$ cat src/rtl/fp_divider_if.sv
// Handshake and operand/result bundle for the iterative floating-point divider.
interface fp_divider_if #(
    parameter int EXP_W = 8,
    parameter int MAN_W = 23
);
    localparam int N = 1 + EXP_W + MAN_W;

    logic         start;
    logic [N-1:0] in_data_A;
    logic [N-1:0] in_data_B;
    logic [N-1:0] out_data;
    logic         busy;
    logic         done;
    logic         overflow_flag;
    logic         underflow_flag;
    logic         div_by_zero_flag;

    modport master (
        output start, in_data_A, in_data_B,
        input  out_data, busy, done, overflow_flag, underflow_flag, div_by_zero_flag
    );

    modport slave (
        input  start, in_data_A, in_data_B,
        output out_data, busy, done, overflow_flag, underflow_flag, div_by_zero_flag
    );
endinterface

$ cat src/rtl/fp_divider.sv
// Iterative IEEE-754 divider, one restoring quotient bit per clock, start/busy/done handshake.
// Optional feature macro FP_DIV_ROUND_NEAREST_EN selects round-to-nearest-even (default truncates).
module fp_divider #(
    parameter int EXP_W = 8,
    parameter int MAN_W = 23
) (
    input  logic           clk,
    input  logic           rst_n,
    fp_divider_if.slave    bus
);
    localparam int N    = 1 + EXP_W + MAN_W;
    localparam int BIAS = 2**(EXP_W-1) - 1;
    localparam int EMAX = 2**EXP_W - 1;
    localparam int QW   = MAN_W + 3;
    localparam int RW   = MAN_W + 2;
    localparam int EW   = EXP_W + 2;
    localparam int CW   = $clog2(QW);

    typedef enum logic [2:0] {S_IDLE, S_UNPACK, S_DIVIDE, S_NORM, S_DONE} state_t;

    state_t          r_state;
    logic [CW-1:0]   r_cnt;
    logic            r_busy, r_done, r_ovf, r_unf, r_dbz;
    logic [N-1:0]    r_out;

    logic [N-1:0]    r_a, r_b, r_spec_val;
    logic            r_spec, r_spec_dbz;
    logic [QW-1:0]   r_q;
    logic [RW-1:0]   r_rem;

    logic [EXP_W-1:0] w_ea, w_eb;
    logic [MAN_W-1:0] w_ma, w_mb;
    logic             w_sign, w_zero_a, w_zero_b, w_inf_a, w_inf_b, w_nan_a, w_nan_b;
    logic             w_spec, w_spec_dbz;
    logic [N-1:0]     w_spec_val;
    logic [RW-1:0]    w_div, w_diff, w_rem_nxt;
    logic             w_qbit;
    logic signed [EW-1:0] w_e, w_e_r;
    logic [MAN_W-1:0] w_mant, w_mant_r;
    logic [N-1:0]     w_res;
    logic             w_ovf, w_unf, w_dbz;

`ifdef FP_DIV_ROUND_NEAREST_EN
    logic             w_guard, w_sticky, w_carry;

    function automatic logic [MAN_W:0] round_rne(input logic [MAN_W-1:0] mant,
                                                 input logic guard, input logic sticky);
        return {1'b0, mant} + (MAN_W+1)'(guard & (sticky | mant[0]));
    endfunction
`endif

    assign w_sign   = r_a[N-1] ^ r_b[N-1];
    assign w_ea     = r_a[N-2:MAN_W];
    assign w_eb     = r_b[N-2:MAN_W];
    assign w_ma     = r_a[MAN_W-1:0];
    assign w_mb     = r_b[MAN_W-1:0];
    assign w_zero_a = (w_ea == '0);
    assign w_zero_b = (w_eb == '0);
    assign w_inf_a  = (&w_ea) && (w_ma == '0);
    assign w_inf_b  = (&w_eb) && (w_mb == '0);
    assign w_nan_a  = (&w_ea) && (w_ma != '0);
    assign w_nan_b  = (&w_eb) && (w_mb != '0);

    always_comb begin
        w_spec     = 1'b1;
        w_spec_dbz = 1'b0;
        w_spec_val = {w_sign, {(N-1){1'b0}}};
        if (w_nan_a || w_nan_b || (w_zero_a && w_zero_b) || (w_inf_a && w_inf_b)) begin
            w_spec_val = {1'b0, {EXP_W{1'b1}}, 1'b1, {(MAN_W-1){1'b0}}};
        end else if (w_zero_b && !w_inf_a) begin
            w_spec_val = {w_sign, {EXP_W{1'b1}}, {MAN_W{1'b0}}};
            w_spec_dbz = 1'b1;
        end else if (w_inf_a) begin
            w_spec_val = {w_sign, {EXP_W{1'b1}}, {MAN_W{1'b0}}};
        end else if (!(w_inf_b || w_zero_a)) begin
            w_spec = 1'b0;
        end
    end

    // Restoring step: remainder stays below 2*divisor, so the shift never loses a set bit.
    assign w_div     = {2'b01, w_mb};
    assign w_qbit    = (r_rem >= w_div);
    assign w_diff    = r_rem - w_div;
    assign w_rem_nxt = (w_qbit ? w_diff : r_rem) << 1;

    always_comb begin
        w_e = $signed({2'b00, w_ea}) - $signed({2'b00, w_eb}) + $signed(EW'(BIAS));
        if (r_q[QW-1]) begin
            w_mant = r_q[QW-2:2];
        end else begin
            w_mant = r_q[MAN_W:1];
            w_e    = w_e - $signed(EW'(1));
        end
`ifdef FP_DIV_ROUND_NEAREST_EN
        w_guard  = r_q[QW-1] ? r_q[1] : r_q[0];
        w_sticky = (r_rem != '0) | (r_q[QW-1] & r_q[0]);
        {w_carry, w_mant_r} = round_rne(w_mant, w_guard, w_sticky);
        w_e_r = w_e + $signed(EW'(w_carry));
`else
        w_mant_r = w_mant;
        w_e_r    = w_e;
`endif
        w_ovf = 1'b0;
        w_unf = 1'b0;
        w_dbz = 1'b0;
        if (r_spec) begin
            w_res = r_spec_val;
            w_dbz = r_spec_dbz;
        end else if (w_e_r >= $signed(EW'(EMAX))) begin
            w_res = {w_sign, {EXP_W{1'b1}}, {MAN_W{1'b0}}};
            w_ovf = 1'b1;
        end else if (w_e_r <= $signed(EW'(0))) begin
            w_res = {w_sign, {(N-1){1'b0}}};
            w_unf = 1'b1;
        end else begin
            w_res = {w_sign, w_e_r[EXP_W-1:0], w_mant_r};
        end
    end

    // Datapath: no reset, only qualified by the control state.
    always_ff @(posedge clk) begin
        if (r_state == S_IDLE && bus.start) begin
            r_a <= bus.in_data_A;
            r_b <= bus.in_data_B;
        end
        if (r_state == S_UNPACK) begin
            r_spec     <= w_spec;
            r_spec_val <= w_spec_val;
            r_spec_dbz <= w_spec_dbz;
            r_rem      <= {2'b01, w_ma};
            r_q        <= '0;
        end
        if (r_state == S_DIVIDE) begin
            r_rem <= w_rem_nxt;
            r_q   <= {r_q[QW-2:0], w_qbit};
        end
    end

    // Specials bypass DIVIDE but still pass through NORM, so every result is registered on one edge.
    always_ff @(posedge clk or negedge rst_n) begin
        if (!rst_n) begin
            r_state <= S_IDLE;
            r_cnt   <= '0;
            r_busy  <= 1'b0;
            r_done  <= 1'b0;
            r_out   <= '0;
            r_ovf   <= 1'b0;
            r_unf   <= 1'b0;
            r_dbz   <= 1'b0;
        end else begin
            case (r_state)
                S_IDLE: begin
                    r_done <= 1'b0;
                    if (bus.start) begin
                        r_state <= S_UNPACK;
                        r_busy  <= 1'b1;
                        r_ovf   <= 1'b0;
                        r_unf   <= 1'b0;
                        r_dbz   <= 1'b0;
                    end
                end
                S_UNPACK: begin
                    r_cnt   <= CW'(QW-1);
                    r_state <= w_spec ? S_NORM : S_DIVIDE;
                end
                S_DIVIDE: begin
                    r_cnt <= r_cnt - 1'b1;
                    if (r_cnt == '0) r_state <= S_NORM;
                end
                S_NORM: begin
                    r_out   <= w_res;
                    r_ovf   <= w_ovf;
                    r_unf   <= w_unf;
                    r_dbz   <= w_dbz;
                    r_done  <= 1'b1;
                    r_state <= S_DONE;
                end
                S_DONE: begin
                    r_done  <= 1'b0;
                    r_busy  <= 1'b0;
                    r_state <= S_IDLE;
                end
                default: r_state <= S_IDLE;
            endcase
        end
    end

    assign bus.out_data         = r_out;
    assign bus.busy             = r_busy;
    assign bus.done             = r_done;
    assign bus.overflow_flag    = r_ovf;
    assign bus.underflow_flag   = r_unf;
    assign bus.div_by_zero_flag = r_dbz;
endmodule

$ cat src/flat_wrapper.sv
// flat-port wrapper written by rule: the top's interface ports become plain ports
module fp_divider_flat 
#(
    parameter int EXP_W = 8,
    parameter int MAN_W = 23
)
  (clk, rst_n, bus_start, bus_in_data_A, bus_in_data_B, bus_out_data, bus_busy, bus_done, bus_overflow_flag, bus_underflow_flag, bus_div_by_zero_flag);
  fp_divider_if #(.EXP_W(EXP_W), .MAN_W(MAN_W)) bus_i ();
  input  logic clk;
  input  logic rst_n;
  input wire logic [$bits(bus_i.start)-1:0] bus_start;
  input wire logic [$bits(bus_i.in_data_A)-1:0] bus_in_data_A;
  input wire logic [$bits(bus_i.in_data_B)-1:0] bus_in_data_B;
  output wire logic [$bits(bus_i.out_data)-1:0] bus_out_data;
  output wire logic [$bits(bus_i.busy)-1:0] bus_busy;
  output wire logic [$bits(bus_i.done)-1:0] bus_done;
  output wire logic [$bits(bus_i.overflow_flag)-1:0] bus_overflow_flag;
  output wire logic [$bits(bus_i.underflow_flag)-1:0] bus_underflow_flag;
  output wire logic [$bits(bus_i.div_by_zero_flag)-1:0] bus_div_by_zero_flag;
  assign bus_i.start = bus_start;
  assign bus_i.in_data_A = bus_in_data_A;
  assign bus_i.in_data_B = bus_in_data_B;
  assign bus_out_data = bus_i.out_data;
  assign bus_busy = bus_i.busy;
  assign bus_done = bus_i.done;
  assign bus_overflow_flag = bus_i.overflow_flag;
  assign bus_underflow_flag = bus_i.underflow_flag;
  assign bus_div_by_zero_flag = bus_i.div_by_zero_flag;
  fp_divider #(.EXP_W(EXP_W), .MAN_W(MAN_W)) u_core (.clk(clk), .rst_n(rst_n), .bus(bus_i));
endmodule
$ cat config.mk
export PLATFORM = sky130hd
export DESIGN_NAME = fp_divider_flat
export DESIGN_NICKNAME = d
export VERILOG_FILES = /design/src/rtl/fp_divider_if.sv /design/src/rtl/fp_divider.sv /design/src/flat_wrapper.sv
export SDC_FILE = /design/constraint.sdc
export NUM_CORES = 1
export LEC_CHECK = 0
export ABC_CLOCK_PERIOD_IN_PS = 9140
export CAP_MARGIN = 20
export CORE_AREA = 4 4 133 135
export CTS_CLUSTER_DIAMETER = 60
export DETAILED_ROUTE_END_ITERATION = 6
export DIE_AREA = 0 0 137 139
export GPL_ROUTABILITY_DRIVEN = 0
export PLACE_DENSITY_LB_ADDON = 0.25
export SYNTH_ARGS = -nofsm -noshare
export SYNTH_HDL_FRONTEND = slang
export SYNTH_SLANG_ARGS = --single-unit
export TNS_END_PERCENT = 100
$ cat constraint.sdc
create_clock -name clk -period 9.14 [get_ports clk]
set_clock_uncertainty 0.05 [all_clocks]
set_input_delay 0.914 -clock clk [delete_from_list [all_inputs] [get_ports clk]]
set_output_delay 0.914 -clock clk [all_outputs]
set_load 0.02 [all_outputs]
# Word level (Yosys, flattened, before mapping)
# Index checks and enable logic that the tools add are counted.
# op_classes
mux	35
bitwise	1
n_lt_le_gt_ge	3
reduce_logical	32
add_sub_neg	5
eq_ne	6
# op_table
cell	count
2-to-1 mux 31 bit	3
2-to-1 mux 26 bit	2
2-to-1 mux 25 bit	2
logical NOT 23 bit	2
2-to-1 mux 23 bit	2
nonzero test 23 bit	2
2-to-1 mux 32 bit	1
>= comparator 25 x 24 -> 1 bit	1
2-to-1 mux 24 bit	1
subtractor 24 bit	1
logical NOT 8 bit	2
AND reduction 8 bit	2
2-to-1 mux 1 bit	14
case mux 3 bit (4 select lines)	1
adder 10 x 8 -> 10 bit, second input constant	1
>= comparator 10 x 9 -> 1 bit, second input constant	1
less-or-equal comparator 10 x 1 -> 1 bit, second input constant	1
2-to-1 mux 10 bit	1
case mux 1 bit (2 select lines)	5
case mux 5 bit (2 select lines)	1
subtractor 10 x 2 -> 10 bit, second input constant	1
subtractor 8 x 8 -> 9 bit	1
logical AND 1 bit	8
nonzero test 2 bit	4
other kinds (13)	22
# word_totals
word_cells	99
regBits	194
out_inout_bits	37
input_bits	67

# Logic depth before layout (Yosys ltp)
# logic_depth
depth_word	9
mapped_depth	16
mapped_depth_nobuf	15

# Least setup slack after synthesis
# OpenSTA, ideal clock, no wires.
# synth_timing
path_kind	input port to flip-flop
from	input bus_start
to	register u_core.r_unf (netlist: u_core.bus.underflow_flag)
path_slack_ns	4.755
required_ns	8.960
arrival_time_ns	4.205
stages	5
setup_ns	0.130
path_cell_list	nand2_1 > nor2_1 > nor2_1 > a21oi_1 > a31oi_1
# synth_via
elab_chain_cells	2
# synth_rtl
element	line_no	source
from (decl)	flat_wrapper.sv:11	input wire logic [$bits(bus_i.start)-1:0] bus_start;
inequality test 2 bit (no line)	--	
AND reduction 2 bit (no line)	--	
to (signal assigned)	fp_divider.sv:173	r_unf <= w_unf;
to (decl)	fp_divider.sv:23	logic r_busy, r_done, r_ovf, r_unf, r_dbz;
# Every way passes these cells.
# A chain may end at the register's enable or synchronous reset.

# Final worst setup path
# layout_timing
from	register u_core.r_a[23]
to	register u_core.r_unf (netlist: u_core.bus.underflow_flag)
# layout_via
elab_chain_cells	9
word_cells_on_any_way	10
cone_classes	add/sub (3); order compare (2); mux (5)
# layout_rtl
element	line_no	source
from (decl)	fp_divider.sv:26	logic [N-1:0] r_a, r_b, r_spec_val;
from (signal assigned)	fp_divider.sv:123	r_a <= bus.in_data_A;
subtractor 8 x 8 -> 9 bit (*)	fp_divider.sv:87	w_e = $signed({2'b00, w_ea}) - $signed({2'b00, w_eb}) + $signed(EW'(BIAS));
adder 10 x 8 -> 10 bit (*)	fp_divider.sv:87	
subtractor 10 x 2 -> 10 bit	fp_divider.sv:92	w_e = w_e - $signed(EW'(1));
2-to-1 mux 10 bit (*)	fp_divider.sv:88	if (r_q[QW-1]) begin
less-or-equal comparator 10 x 1 -> 1 bit	fp_divider.sv:112	end else if (w_e_r <= $signed(EW'(0))) begin
2-to-1 mux 1 bit	fp_divider.sv:112	
2-to-1 mux 1 bit (*)	fp_divider.sv:109	end else if (w_e_r >= $signed(EW'(EMAX))) begin
2-to-1 mux 1 bit (*)	fp_divider.sv:106	if (r_spec) begin
case mux 1 bit (2 select lines) (*)	fp_divider.sv:151	case (r_state)
# Every way passes the cells marked *; elsewhere a longest branch is shown, timed or not.

==> impl_metrics.tcl <==
set metrics [dict create \
    run_status "finished, final reports clean" \
    fin_tns_setup_ps 0 \
    drive_above_1_share 0.0950 \
    crit_top_cell "inv_1" \
    syn_nets 883 \
    hpwl_um 14200 \
    grt_antenna_before_repair 1 \
    arrival_ps 4260 \
    design.final.nets 986 \
    start_util 0.541 \
    synth_edf_count 119 \
    netlist_area_um2 8910 \
    die_h_um 139 \
    overflow 0 \
    ys_types 76 \
    vias_per_cell 5.90 \
    ys_warn_count 0 \
    crit_buf_inv 4 \
    relSlewSlack 0.323 \
    async_flop_share 0.273 \
    grt_pass1_vias 6497 \
    num-fill-cells 1208 \
    hp-class "input port to async pin" \
    avgSynthCellArea_um2 11.4 \
    syn2layout_area_growth_pct 21.3 \
    synthCells 779 \
    cts_setup_buffers 0 \
    drc 0 \
    insertion_delay_ps 420 \
    cts.htree.levels 4 \
    rows 47 \
    wl_um 19700 \
    worstPathMaxFanout 24 \
    crit_family "simple AND/OR/NAND/NOR gates" \
    rr_worst_depth 14 \
    port_buffers 103 \
    final_area_um2 10800 \
    seq_area_frac_synth 0.530 \
    synth.area.top_cells "edfxtp_1 40%, dfrtp_1 13%, ha_1 4.9%" \
    clkTransAtPathRegs_ps 60 \
    post-route-min-period_ps 3960 \
    wl_per_cell_um 17.7 \
    cts_buffers 17 \
    grt_use_total 0.212 \
    path_class "flip-flop to flip-flop" \
    drv_cap 0 \
    postPlaceCellArea_um2 10200 \
    synth_ff_type "edfxtp_1" \
    core_um2 16500 \
    path_cells "inv_1 -> ha_1 -> inv_1 -> fa_1 -> inv_1 -> ha_1 -> or4_4 -> mux2i_4 -> xnor2_1 -> or4_4 -> nor3_4 -> buf_4 -> nand3_1 -> a31oi_1" \
    rsz0062_at_grt "no" \
    synth_seq_cells 165 \
    layout_commonest_cell "edfxtp_1" \
    cp.depth 14 \
    drv_slew 0 \
    antenna_cells 0 \
    cts_root_buf "clkbuf_16" \
    cts_tree "done" \
    worst_ep_required_time_ps 9440 \
    critPathMaxStageDelay_ps 590 \
    synth_largest_area_cell "edfxtp_1" \
    grt_pass1_wl_um 32400 \
    drt.antenna.violating_nets 0 \
    layout_common_cells "119 x edfxtp_1, 102 x clkdlybuf4s50_1, 76 x nand2_1" \
    die-area_um2 19000 \
    max_freq_mhz 252 \
    tightest_slew_ps 1020 \
    ctsResizeCount 0 \
    report.final.hold_viol_count 0 \
    worstSetupEndpointType "flip-flop" \
    grt_max_degree 55 \
    leakage_nw 4.30 \
    routed-via-count 6583 \
    hold_buffers 0 \
    critPathLaunchType "flip-flop" \
    die_w_um 137 \
    first_pass_iters 5 \
    synth_top_area_share 0.401 \
    period_share 0.433 \
    drt_iter0_drc 522 \
    cts_sinks 165 \
    finalSetupViolations 0 \
    peakVddDrop_mv 0.213 \
    cts.path.max_buffers 2 \
    ioPinCount 104 \
    cpMaxStageDelayCell "or4_4" \
    power.density_nw_per_um2 381 \
]
[metal layers]
| metal | wire [um] | part of all wire | vias to the layer above | global-route usage |
|---|---|---|---|---|
| met2 | 9590 | 0.49 | 201 | 0.340 |
| met1 | 8700 | 0.44 | 3214 | 0.285 |
| met3 | 984 | 0.050 | 36 | 0.0399 |
| met5 | 19 | 0.00096 | - | 0 |
| met4 | 429 | 0.022 | 2 | 0.0783 |
| li1 | - | - | 3130 | - |
[layout make-up]
class                           instances  area (um2)  area share
Tap cell                              220         275      0.0255
Inverter                               48         180      0.0167
Clock buffer                           22         444      0.0411
Clock inverter                         10         181      0.0168
Timing Repair Buffer                  114        1120       0.104
Multi-Input combinational cell        536        3880       0.359
Sequential cell                       165        4720       0.437
[cells in the mapped netlist (all sizes together) (6+ instances only)]
| library cell | count |
|---|---|
| edfxtp | 119 |
| a21oi | 36 |
| and2 | 25 |
| o41ai | 23 |
| a221oi | 6 |
| xnor2 | 23 |
| a32oi | 6 |
| ha | 35 |
| a31oi | 7 |
| nor3 | 21 |
| xor2 | 15 |
| nor2 | 31 |
| o21a | 6 |
| nor4 | 14 |
| inv | 47 |
| nor2b | 6 |
| dfrtp | 45 |
| nand4 | 9 |
| a21o | 14 |
| buf | 8 |
| nand3 | 57 |
| mux2i | 29 |
| nand2 | 77 |
| clkbuf | 22 |
| o21ai | 29 |
[flip-flops by register name, indices dropped and copies added (netlist names)]
name / count
u_core.bus.overflow_flag: 1
u_core.bus.underflow_flag: 1
u_core.r_spec_val: 3
u_core.bus.busy: 1
u_core.r_cnt: 5
u_core.r_spec: 1
u_core.r_spec_dbz: 1
u_core.bus.out_data: 32
u_core.r_state: 3
u_core.r_rem: 25
u_core.bus.done: 1
u_core.r_q: 26
u_core.r_b: 32
u_core.bus.div_by_zero_flag: 1
u_core.r_a: 32
[power by group]
| group | switching (mW) | total, mW | internal [mW] |
|---|---|---|---|
| Combinational | 1.20 | 1.99 | 0.785 |
| Clock | 0.285 | 0.768 | 0.484 |
| Sequential | 0.182 | 1.36 | 1.18 |
| Total | 1.67 | 4.12 | 2.45 |
[final timing paths]
kind / end / slack (ps) / from
max reg2reg: u_core.bus.underflow_flag / 5180 / u_core.r_a[23]
max in group asynchronous: u_core.bus.out_data[8] / 8310 / rst_n
max: u_core.bus.underflow_flag / 5180 / u_core.r_a[23]
min reg2reg: u_core.bus.out_data[18] / 430 / u_core.bus.out_data[18]
min in group clk: u_core.bus.out_data[18] / 430 / u_core.bus.out_data[18]
min: u_core.bus.out_data[29] / 280 / rst_n
[per-stage QoR]
step | hold slack [ps] | total power [mW] | worst slack, ps | util | instances
2_1_floorplan | 386 | 2.79 | 4760 | - | 779
3_3_place_gp | 405 | 3.25 | 5350 | 0.617 | 1082
3_5_place_dp | 413 | 3.33 | 5240 | 0.617 | 1082
4_1_cts | 434 | 4.11 | 5190 | 0.655 | 1114
5_1_grt | 265 | 4.38 | 5010 | 0.656 | 1115
6_report | 276 | 4.12 | 5180 | 0.656 | 1115
[logic make-up (layout without fill, tap and decap cells)]
group / count (synthesis) / in the layout / synth area share
simple gates: 270 / 270 / 0.155
buf+inv: 78 / 194 / 0.0362
flops: 165 / 165 / 0.530
mux: 29 / 29 / 0.0340
xor+xnor: 38 / 38 / 0.0407
compound gates: 162 / 162 / 0.151
fa+ha+maj: 37 / 37 / 0.0536
Power figures use the tool's default switching activity.
